===== config.mk =====
export PLATFORM = sky130hd
export DESIGN_NAME = mos6502_decode_queue
export DESIGN_NICKNAME = d
export VERILOG_FILES = /design/src/rtl/mos6502_decode_queue.sv
export SDC_FILE = /design/constraint.sdc
export NUM_CORES = 1
export LEC_CHECK = 0
export ABC_AREA = 1
export BUFFER_PORTS_ARGS = -buffer_cell sky130_fd_sc_hd__buf_2
export CORE_MARGIN = 2
export CORE_UTILIZATION = 30
export CTS_CLUSTER_DIAMETER = 150
export DETAILED_ROUTE_END_ITERATION = 7
export REMOVE_ABC_BUFFERS = 1
export SLEW_MARGIN = 0
export SYNTH_ARGS = -nofsm -noshare
export SYNTH_HDL_FRONTEND = slang
export SYNTH_SLANG_ARGS = --single-unit

===== constraint.sdc =====
create_clock -name wb_clk_i -period 5.25 [get_ports wb_clk_i]
set_input_delay 1.05 -clock wb_clk_i [delete_from_list [all_inputs] [get_ports wb_clk_i]]
set_output_delay 1.05 -clock wb_clk_i [all_outputs]
set_load 0.005 [all_outputs]

===== src/rtl/mos6502_decode_queue.sv =====
// Wishbone opcode queue: input FIFO -> one-cycle 6502 decode stage -> output FIFO.
// Define DECODE_STATS_EN to add the decoded/illegal counters at 0x14/0x18.
module mos6502_decode_queue #(
  parameter logic [31:0] BASE_ADDR = 32'h3000_0000,
  parameter int          DEPTH     = 8
) (
  input  logic        wb_clk_i,
  input  logic        wb_rst_n_i,
  input  logic        wbs_stb_i,
  input  logic        wbs_cyc_i,
  input  logic        wbs_we_i,
  input  logic [3:0]  wbs_sel_i,
  input  logic [31:0] wbs_dat_i,
  input  logic [31:0] wbs_adr_i,
  output logic        wbs_ack_o,
  output logic [31:0] wbs_dat_o
);

  localparam int AW = $clog2(DEPTH);
  localparam int CW = AW + 1;
  localparam logic [CW-1:0] FULL = CW'(DEPTH);

  // Decode word: bits [55:0] one-hot mnemonic (alphabetical ADC..TYA), [65:56] addressing mode.
  localparam logic [3:0] M_IMP = 4'd0, M_ZP = 4'd1, M_ZPI = 4'd2, M_ABS = 4'd3, M_IMM = 4'd4;
  localparam logic [3:0] M_ABSI = 4'd5, M_INDX = 4'd6, M_INDY = 4'd7, M_REL = 4'd8, M_IND = 4'd9;

  localparam logic [5:0] ALU_MN  [8] = '{6'd34, 6'd1, 6'd23, 6'd0, 6'd47, 6'd29, 6'd17, 6'd43};
  localparam logic [3:0] ALU_MD  [8] = '{M_INDX, M_ZP, M_IMM, M_ABS, M_INDY, M_ZPI, M_ABSI, M_ABSI};
  localparam logic [5:0] RMW_MN  [8] = '{6'd2, 6'd39, 6'd32, 6'd40, 6'd48, 6'd30, 6'd20, 6'd24};
  localparam logic [5:0] XFER_MN [4] = '{6'd53, 6'd50, 6'd21, 6'd33};
  localparam logic [5:0] CTL_MN  [8] = '{6'd0, 6'd6, 6'd27, 6'd27, 6'd49, 6'd31, 6'd19, 6'd18};
  localparam logic [5:0] SYS_MN  [4] = '{6'd10, 6'd28, 6'd41, 6'd42};
  localparam logic [5:0] STK_MN  [8] = '{6'd36, 6'd38, 6'd35, 6'd37, 6'd22, 6'd51, 6'd26, 6'd25};
  localparam logic [5:0] BR_MN   [8] = '{6'd9, 6'd7, 6'd11, 6'd12, 6'd3, 6'd4, 6'd8, 6'd5};
  localparam logic [5:0] FLG_MN  [8] = '{6'd13, 6'd44, 6'd15, 6'd46, 6'd55, 6'd16, 6'd14, 6'd45};

  function automatic logic [65:0] decode_op(input logic [7:0] op);
    logic [2:0] a, b;
    logic [1:0] c;
    logic [5:0] mn;
    logic [3:0] md;
    logic       ok;
    decode_op = '0;
    {a, b, c} = op;
    mn = ALU_MN[a];
    md = ALU_MD[b];
    ok = 1'b1;
    case (c)
      2'b01: ok = (op != 8'h89);
      2'b10: begin
        mn = RMW_MN[a];
        case (b)
          3'd0: begin md = M_IMM; ok = (a == 3'd5); end
          3'd2: begin md = M_IMP; if (a[2]) mn = XFER_MN[a[1:0]]; end
          3'd4: ok = 1'b0;
          3'd6: begin md = M_IMP; ok = (a == 3'd4) || (a == 3'd5); mn = a[0] ? 6'd52 : 6'd54; end
          3'd7: ok = (a != 3'd4);
          default: ;
        endcase
      end
      2'b00: begin
        mn = CTL_MN[a];
        case (b)
          3'd0: begin
            if (a[2]) begin
              md = M_IMM;
              ok = (a != 3'd4);
            end else begin
              mn = SYS_MN[a[1:0]];
              md = (a == 3'd1) ? M_ABS : M_IMP;
            end
          end
          3'd1: ok = (a == 3'd1) || a[2];
          3'd2: begin mn = STK_MN[a]; md = M_IMP; end
          3'd3: begin ok = (a != 3'd0); if (a == 3'd3) md = M_IND; end
          3'd4: begin mn = BR_MN[a]; md = M_REL; end
          3'd5: ok = (a == 3'd4) || (a == 3'd5);
          3'd6: begin mn = FLG_MN[a]; md = M_IMP; end
          default: ok = (a == 3'd5);
        endcase
      end
      default: ok = 1'b0;
    endcase
    if (ok) begin
      decode_op[{1'b0, mn}]         = 1'b1;
      decode_op[7'd56 + {3'd0, md}] = 1'b1;
    end
  endfunction

  logic [31:0] off;
  logic [2:0]  ridx;
  logic        req, wr_push, wr_stat, rd_pop;
  assign off     = wbs_adr_i - BASE_ADDR;
  assign ridx    = off[4:2];
  assign req     = wbs_stb_i & wbs_cyc_i & ~wbs_ack_o & (off <= 32'h1C);
  assign wr_push = req & wbs_we_i & (ridx == 3'd0);
  assign wr_stat = req & wbs_we_i & (ridx == 3'd4);
  assign rd_pop  = req & ~wbs_we_i & (ridx == 3'd3);

  logic [7:0]    imem [DEPTH];
  logic [73:0]   omem [DEPTH];
  logic [AW-1:0] i_wptr, i_rptr, o_wptr, o_rptr;
  logic [CW-1:0] i_cnt, o_cnt;
  logic [AW-1:0] lane_off [4];
  logic [2:0]    n_sel;
  logic [8:0]    i_free;
  logic          push_ok, push_ovf, d_take, d_drain, pop, unf_set, ovf, unf, busy;

  always_comb begin
    n_sel = 3'd0;
    for (int k = 0; k < 4; k++) begin
      lane_off[k] = AW'(n_sel);
      n_sel = n_sel + {2'd0, wbs_sel_i[k]};
    end
  end

  assign i_free   = 9'(DEPTH) - 9'(i_cnt);
  assign push_ok  = wr_push & (9'(n_sel) <= i_free);
  assign push_ovf = wr_push & ~push_ok;
  assign pop      = rd_pop & (o_cnt != '0);
  assign unf_set  = rd_pop & (o_cnt == '0);

  // Stage 0: input-FIFO head and its combinational decode
  logic [7:0]  op_p0;
  logic [65:0] dec_p0;
  assign op_p0  = imem[i_rptr];
  assign dec_p0 = decode_op(op_p0);

  // Stage D: registered {opcode, decode}, drains only when the output FIFO has room
  logic [7:0]  op_p1;
  logic [65:0] dec_p1;
  logic        vld_p1;
  assign d_drain = vld_p1 & (o_cnt != FULL);
  assign d_take  = (i_cnt != '0) & (~vld_p1 | d_drain);
  assign busy    = (i_cnt != '0) | vld_p1;

  always_ff @(posedge wb_clk_i) begin
    if (push_ok)
      for (int k = 0; k < 4; k++)
        if (wbs_sel_i[k]) imem[i_wptr + lane_off[k]] <= wbs_dat_i[8*k +: 8];
    if (d_drain) omem[o_wptr] <= {op_p1, dec_p1};
    if (d_take) begin
      op_p1  <= op_p0;
      dec_p1 <= dec_p0;
    end
  end

  always_ff @(posedge wb_clk_i or negedge wb_rst_n_i) begin
    if (!wb_rst_n_i) begin
      i_wptr <= '0;
      i_rptr <= '0;
      i_cnt  <= '0;
      o_wptr <= '0;
      o_rptr <= '0;
      o_cnt  <= '0;
      vld_p1 <= 1'b0;
      ovf    <= 1'b0;
      unf    <= 1'b0;
    end else begin
      if (push_ok) i_wptr <= i_wptr + AW'(n_sel);
      if (d_take) i_rptr <= i_rptr + AW'(1);
      i_cnt <= i_cnt + (push_ok ? CW'(n_sel) : '0) - CW'(d_take);
      if (d_drain) o_wptr <= o_wptr + AW'(1);
      if (pop) o_rptr <= o_rptr + AW'(1);
      o_cnt <= o_cnt + CW'(d_drain) - CW'(pop);
      if (d_take) vld_p1 <= 1'b1;
      else if (d_drain) vld_p1 <= 1'b0;
      if (wr_stat && wbs_dat_i[16]) ovf <= 1'b0;
      else if (push_ovf) ovf <= 1'b1;
      if (wr_stat && wbs_dat_i[17]) unf <= 1'b0;
      else if (unf_set) unf <= 1'b1;
    end
  end

`ifdef DECODE_STATS_EN
  logic [31:0] stat_dec, stat_ill;
  always_ff @(posedge wb_clk_i or negedge wb_rst_n_i) begin
    if (!wb_rst_n_i) begin
      stat_dec <= '0;
      stat_ill <= '0;
    end else begin
      if (req && wbs_we_i && ridx == 3'd5) stat_dec <= '0;
      else if (d_drain) stat_dec <= stat_dec + 32'd1;
      if (req && wbs_we_i && ridx == 3'd6) stat_ill <= '0;
      else if (d_drain && dec_p1 == '0) stat_ill <= stat_ill + 32'd1;
    end
  end
`endif

  logic [73:0] o_head;
  logic [31:0] rdata;
  assign o_head = omem[o_rptr];

  always_comb begin
    rdata = '0;
    case (ridx)
      3'd1: if (o_cnt != '0) rdata = o_head[31:0];
      3'd2: if (o_cnt != '0) rdata = o_head[63:32];
      3'd3: if (o_cnt != '0)
              rdata = {7'd0, 1'b1, 7'd0, (o_head[65:0] == '0), o_head[73:66], 6'd0, o_head[65:64]};
      3'd4: rdata = {13'd0, busy, unf, ovf, 8'(o_cnt), 8'(i_cnt)};
`ifdef DECODE_STATS_EN
      3'd5: rdata = stat_dec;
      3'd6: rdata = stat_ill;
`endif
      default: ;
    endcase
  end

  always_ff @(posedge wb_clk_i or negedge wb_rst_n_i) begin
    if (!wb_rst_n_i) begin
      wbs_ack_o <= 1'b0;
      wbs_dat_o <= '0;
    end else begin
      wbs_ack_o <= req;
      if (req) wbs_dat_o <= wbs_we_i ? 32'd0 : rdata;
    end
  end

endmodule


==> results of run 1 <==
[worst reg2reg max path: cells and delay by family, from the launching register on]
family          cells  cell delay, ns
simple gates       10            1.96
flops               1            0.72
buf+inv             3            0.62
compound gates      3            0.52
fa+ha+maj           1            0.46
[metal layers]
layer | GRT usage | vias up
met5 | 0 | -
met1 | 0.2340 | 12659
met2 | 0.2690 | 1208
met3 | 0.03249 | 206
met4 | 0.04647 | 2
li1 | - | 11913
[state kept, by name (all words and copies together) (netlist names), 4 cells and up]
signal     count
op_p1          8
dec_p1        66
i_cnt          4
imem          64
o_cnt          4
wbs_dat_o     32
omem         592
[layout by cell type, fill, tap and decap left out, drive strengths merged, types with 2 or more instances in the layout]
| cell | synthesis | layout |
|---|---|---|
| mux2i | 3 | 3 |
| o2111ai | 3 | 3 |
| clkinvlp | 0 | 3 |
| ha | 40 | 40 |
| dfrtp | 56 | 56 |
| o21ai | 448 | 448 |
| xnor2 | 7 | 7 |
| nand3 | 142 | 142 |
| nand4 | 36 | 36 |
| or2 | 5 | 5 |
| clkinv | 1 | 35 |
| nor3 | 11 | 11 |
| inv | 201 | 205 |
| o211ai | 39 | 39 |
| a32o | 16 | 16 |
| bufinv | 0 | 4 |
| o311ai | 4 | 4 |
| nor2 | 554 | 554 |
| o22ai | 117 | 117 |
| nor4 | 9 | 9 |
| edfxtp | 730 | 730 |
| a311oi | 4 | 4 |
| o31ai | 2 | 2 |
| buf | 42 | 172 |
| xor2 | 9 | 9 |
| clkbuf | 132 | 97 |
| a21oi | 110 | 110 |
| o221ai | 13 | 13 |
| a22o | 13 | 13 |
| fa | 7 | 7 |
| nand2 | 558 | 558 |
[per-stage QoR]
| step | utilization | setup WS, ns | hold slack, ns |
|---|---|---|---|
| global route | 0.3436 | 0.3585 | 0.2183 |
| detailed placement | 0.3217 | 0.3011 | 0.4799 |
| global placement | 0.3217 | 0.2931 | 0.4697 |
| CTS | 0.3436 | 0.7492 | 0.2210 |
| finish | 0.3436 | 0.6887 | 0.2418 |
| floorplan | - | -4.380 | 0.4724 |
[power groups by stage]
stage               Sequential [mW]  Combinational (mW)  Clock [mW]
floorplan                      6.89               0.138           0
detailed placement             6.89               0.296           0
finish                         6.76               0.306        5.61
global placement               6.89               0.295           0
CTS                            6.76               0.297        5.67
global route                   6.75               0.326        5.92
[cells in the mapped netlist, drive strengths merged]
cell       n
edfxtp   730
nand2    558
nor2     554
o21ai    448
inv      201
nand3    142
clkbuf   132
o22ai    117
a21oi    110
dfrtp     56
buf       42
ha        40
o211ai    39
nand4     36
a32o      16
a22o      13
o221ai    13
nor3      11
nor4       9
xor2       9
fa         7
xnor2      7
or2        5
a311oi     4
o311ai     4
mux2i      3
o2111ai    3
o31ai      2
a221oi     1
a22oi      1
a31oi      1
a32oi      1
and3       1
clkinv     1
nand3b     1
o22a       1
[logic make-up (layout without fill, tap and decap cells)]
kind of cell	Yosys count	after routing	synth area share
flip-flops	786	786	0.6584
multiplexers	3	3	0.0008477
buffers and inverters	376	516	0.04267
XOR/XNOR	16	16	0.003956
AND/OR/NAND/NOR	1317	1317	0.1529
adder cells (fa/ha/maj)	47	47	0.01808
AO/OA/AOI/OAI	774	774	0.1232
[worst paths after layout]
path	to	startpoint	depth (start not counted)	slack (ns)
hold reg to reg	wbs_dat_o[22]	wbs_dat_o[22]	1	0.49
setup / recovery	dec_p1[32]	i_rptr[0]	17	0.69
max in group asynchronous	o_rptr[0]	wb_rst_n_i	2	3.83
hold / removal	i_wptr[2]	wb_rst_n_i	1	0.24
setup reg to reg	dec_p1[32]	i_rptr[0]	17	0.69
min in group wb_clk_i	wbs_dat_o[22]	wbs_dat_o[22]	1	0.49
[layout make-up]
cell class	count	area share
Tap cell	1536	0.04756
Inverter	202	0.01917
Clock inverter	45	0.01040
Clock buffer	97	0.05341
Sequential cell	786	0.5774
Multi-Input combinational cell	2157	0.2637
Timing Repair Buffer	172	0.02830
==> flow_metrics.tcl, run 1 <==
set metrics [dict create \
    status "finished clean" \
    hold_path.class "input port to asynchronous set/reset pin" \
    post-cts-setup-buffers 0 \
    insertion_delay_ns 0.66 \
    power_mw 12.67 \
    maxCapViolCount 0 \
    cts_root_buf "clkbuf_16" \
    highest_layer "met5" \
    placed_cells 4853 \
    max_freq_ghz 0.2192 \
    crit_path_cell_trace "buf_4 -> nor2_1 -> nor2_1 -> o21ai_0 -> nand2_1 -> inv_1 -> o21ai_1 -> ha_1 -> inv_1 -> nor2_1 -> nand2_1 -> nand3_1 -> o21ai_1 -> nand2_1 -> nand2_1 -> nand2_1 -> nor2_1" \
    ff_latch_area_um2 23330 \
    timing.slew.headroom 0.3252 \
    synthToLayoutAreaGrowth_pct 14.07 \
    htree_levels 3 \
    final.fill_count 11681 \
    slew_violations 0 \
    rsz0062_at_grt "false" \
    finClkSkew_ns 0.05008 \
    wl_met2_um 47580 \
    cts-resized-gates 0 \
    p_int_mw 9.996 \
    via_count 25988 \
    cts.sinks 786 \
    ys.warnings.count 0 \
    synth_cells 3319 \
    worstSetupPathType "flop to flop" \
    io_buffer_count 105 \
    synth_top_area_share 0.6188 \
    cts_buffers 80 \
    wire_per_inst_um 21.03 \
    met1_length_um 45020 \
    io-pin-count 106 \
    syn_area_per_cell_um2 10.67 \
    leakagePower_nw 14.49 \
    p_clk_frac 0.443 \
    ys_seq_elements 786 \
    synth.largest_area_cell "edfxtp_1" \
    grt_pass1_vias 24337 \
    drtIter0Drc 2920 \
    instances_no_fill 4995 \
    cts_tree "done" \
    gp_congestion 0.9219 \
    die-area_um2 120900 \
    place_area_um2 37830 \
    drcViolationCount 0 \
    critical_path.max_stage_delay_ns 0.72 \
    dp_hpwl_um 63330 \
    firstDrtPassIters 7 \
    vias_per_cell 5.203 \
    critPathBufInv 3 \
    p_per_area_nw_per_um2 313.6 \
    cts_hold_buf 0 \
    yosysSeqAreaShare 0.6584 \
    ant_nets 0 \
    synthDistinctLibCells 52 \
    synth_top_cells_by_area "edfxtp_1 62%, o21ai_0 6.2%, nand2_1 5.8%, nor2_1 5.8%, dfrtp_1 4.0%" \
    num_antenna_cells 0 \
    die_h_um 347.6 \
    core_area_um2 117600 \
    rows 126 \
    arrival_ns 4.89 \
    switchingPower_mw 2.675 \
    synth_area_um2 35430 \
    initial_core_util 0.3012 \
    postLayoutCellArea_um2 40410 \
    path_clk_slew_ns 0.06 \
    setup_violations 0 \
    netSwitchingFraction 0.2111 \
    grt_max_degree 175 \
    hold_violations 0 \
    fin_crit_ns 4.561 \
    cp-end-kind "flop" \
    required_ns 5.58 \
    worst_slew_pin_slew_ns 1.012 \
    crit_family "simple AND/OR/NAND/NOR gates" \
    wl_um 105000 \
    clockBufferDepth 3 \
    crit_top_cell "nand2_1" \
    seq_power_share 0.533 \
    route.met3.wl_um 9477 \
    antenna_found_initial 3 \
    finalCritPeriodShare 0.8688 \
    cp_slowest_cell "dfrtp_1" \
    grt-ovfl-total 0 \
    cp_max_fo 17 \
    cp-start-kind "flop" \
    grtUsageTotal 0.1686 \
    layout.nets 3519 \
    grt_pass1_wl_um 154600 \
    combinationalPowerShare 0.024 \
    multi_input_area_um2 10660 \
    finalSetupTns_ns 0 \
    ir_drop_uv 235.6 \
    dieWidth_um 347.6 \
    drive_gt1_frac 0.1018 \
]
No activity file was read; power rests on OpenSTA's default activity.
==> inputs of run 2 (changes only) <==
--- a/config.mk
+++ b/config.mk
@@ -11,6 +11,7 @@
 export CORE_UTILIZATION = 30
 export CTS_CLUSTER_DIAMETER = 150
 export DETAILED_ROUTE_END_ITERATION = 7
+export MAX_ROUTING_LAYER = met4
 export REMOVE_ABC_BUFFERS = 1
 export SLEW_MARGIN = 0
 export SYNTH_ARGS = -nofsm -noshare
==> constraint.sdc (replaced) <==
create_clock -name wb_clk_i -period 4.1 [get_ports wb_clk_i]
set_input_delay 0.82 -clock wb_clk_i [delete_from_list [all_inputs] [get_ports wb_clk_i]]
set_output_delay 0.82 -clock wb_clk_i [all_outputs]
set_load 0.005 [all_outputs]
==> run 2 against run 1 <==
- sequential cell count did not move
- count of clock-buffer cells in the layout up 18
- via count increased by 0.77%
- utilization rose by 0.76 points
- power grew 29%
- clock skew is 0.00052 ns higher
- wire length is 0.97% higher
- combinational power increased by 33%
- non-clock buffer count up 83
- die area is the same
- global-route usage up 0.82 points
- largest power group unchanged
- highest routed layer is now met4
==> flow_metrics.tcl, run 2 (same netlist as run 1, synthesis figures left out) <==
set metrics [dict create \
    status "finished clean" \
    firstDrtPassIters 8 \
    htree_levels 3 \
    synthToLayoutAreaGrowth_pct 16.60 \
    initial_core_util 0.3012 \
    layout_commonest_cell "edfxtp_1" \
    place_ws_ns -0.3377 \
    rows 126 \
    hold_path.class "input port to asynchronous set/reset pin" \
    fin_crit_ns 3.846 \
    layout.nets 3603 \
    switchingPower_mw 3.393 \
    setup_violations 0 \
    via_count 26187 \
    arrival_ns 4.17 \
    combinationalPowerShare 0.025 \
    grt-ovfl-total 0 \
    finClkSkew_ns 0.05060 \
    cts_buffers 81 \
    io_buffer_count 105 \
    die-area_um2 120900 \
    cp_max_fo 8 \
    critical_path.max_stage_delay_ns 0.56 \
    finalCritPeriodShare 0.9380 \
    cts_tree "done" \
    maxCapViolCount 0 \
    layout_setup_ws_ns 0.2541 \
    worstSetupPathType "input port to flop" \
    slew_violations 0 \
    vias_per_cell 5.149 \
    ir_drop_uv 287.3 \
    seq_power_share 0.529 \
    cts-resized-gates 0 \
    hold_violations 0 \
    postLayoutCellArea_um2 41310 \
    post-cts-setup-buffers 0 \
    final_core_util 0.3512 \
    drcViolationCount 0 \
    io-pin-count 106 \
    crit_family "adder cells" \
    cp_slowest_cell "fa_1" \
    path_clk_slew_ns 0.06 \
    drive_gt1_frac 0.1203 \
    die_h_um 347.6 \
    timing.slew.headroom 0.3612 \
    grt_pass1_vias 24547 \
    critPathBufInv 6 \
    gp_congestion 0.9523 \
    core_area_um2 117600 \
    grt_pass1_wl_um 157600 \
    required_ns 4.42 \
    crit_path_cell_trace "buf_2 -> fa_1 -> ha_1 -> inv_1 -> fa_1 -> inv_1 -> ha_1 -> a21oi_1 -> o21ai_0 -> nand4_1 -> nand4_4 -> buf_4 -> nor2_4 -> nand3_1 -> nand2_1 -> inv_1 -> o211ai_1 -> buf_4" \
    cts.sinks 786 \
    crit_top_cell "inv_1" \
    drtIter0Drc 2822 \
    dp_hpwl_um 65240 \
    p_clk_frac 0.446 \
    power_mw 16.35 \
    ant_nets 0 \
    clockBufferDepth 3 \
    whs_ns 0.2814 \
    mostFrequentLayoutCells "730 x edfxtp_1, 548 x nand2_1, 535 x nor2_1" \
    cp-end-kind "flop" \
    dieWidth_um 347.6 \
    rsz0062_at_grt "false" \
    largest_reg_flops 592 \
    netSwitchingFraction 0.2076 \
    place_area_um2 38690 \
    leakagePower_nw 14.99 \
    p_int_mw 12.95 \
    antenna_found_initial 4 \
    cts_root_buf "clkbuf_16" \
    worst_slew_pin_slew_ns 0.9582 \
    cp-start-kind "input port" \
    wl_um 106100 \
    cts_hold_buf 0 \
    wire_per_inst_um 20.85 \
    max_freq_ghz 0.2600 \
    insertion_delay_ns 0.66 \
    regMostFlops "omem" \
    grtUsageTotal 0.1768 \
    p_per_area_nw_per_um2 395.8 \
    grt_max_degree 155 \
]
==> run 2: changes by cell type in the layout (fill, tap and decap cells not counted), moves of 2 or more <==
cell | before | now
bufinv_16 | 4 | 6
buf_4 | 59 | 123
clkinvlp_4 | 3 | 0
clkinv_1 | 15 | 11
clkbuf_1 | 10 | 29
buf_12 | 9 | 28
clkinv_2 | 17 | 12
==> run 2: metrics by stage <==
step	TNS [ns]	cells
3_3_place_gp	-23.69	4936
2_1_floorplan	-456.68	3145
6_report	0	5086
4_1_cts	0	5085
5_1_grt	0	5086
3_5_place_dp	-27.39	4936
==> run 2: path summary, 6_finish.rpt <==
path	from	to	slack, ns	cells past startpoint
worst max-delay path	wbs_sel_i[0]	imem[2][2]	0.25	18
max in group asynchronous	wb_rst_n_i	o_rptr[1]	3.08	1
worst min-delay path	wb_rst_n_i	i_wptr[2]	0.28	1
min in group wb_clk_i	wbs_dat_o[10]	wbs_dat_o[10]	0.50	2
worst min register to register	wbs_dat_o[10]	wbs_dat_o[10]	0.50	2
worst max register to register	i_rptr[0]	dec_p1[3]	0.45	21
==> run 2: cell type report <==
class | count | area, um2
fillers | 11650 | 76300
flip-flops and latches | 786 | 23330
multi-input cells | 2157 | 10660
clock buffers | 115 | 2216
repair buffers | 255 | 2004
well taps | 1536 | 1922
inverters | 202 | 772.0
clock inverters | 34 | 399.1
diodes | 1 | 2.502
==> run 2: per-layer routing <==
layer | global-route usage | part of all wire
met5 | - | 0
met4 | 0.05248 | 0.032
met3 | 0.03024 | 0.089
met2 | 0.2673 | 0.45
met1 | 0.2436 | 0.43
==> run 2: power by group through the flow <==
stage / combinational (mW) / sequential, mW / clock [mW]
CTS: 0.397 / 8.65 / 7.38
global route: 0.437 / 8.65 / 7.69
global placement: 0.393 / 8.82 / 0
finish: 0.407 / 8.65 / 7.29
floorplan: 0.177 / 8.82 / 0
detailed placement: 0.396 / 8.82 / 0
==> run 2: worst register-to-register path, delay by kind of cell, from the launching register on <==
kind	cells	cell delay [ns]
AND/OR/NAND/NOR	13	1.49
AO/OA/AOI/OAI	2	0.24
buffers and inverters	5	0.79
flip-flops	1	0.58
adder cells (fa/ha/maj)	1	0.34
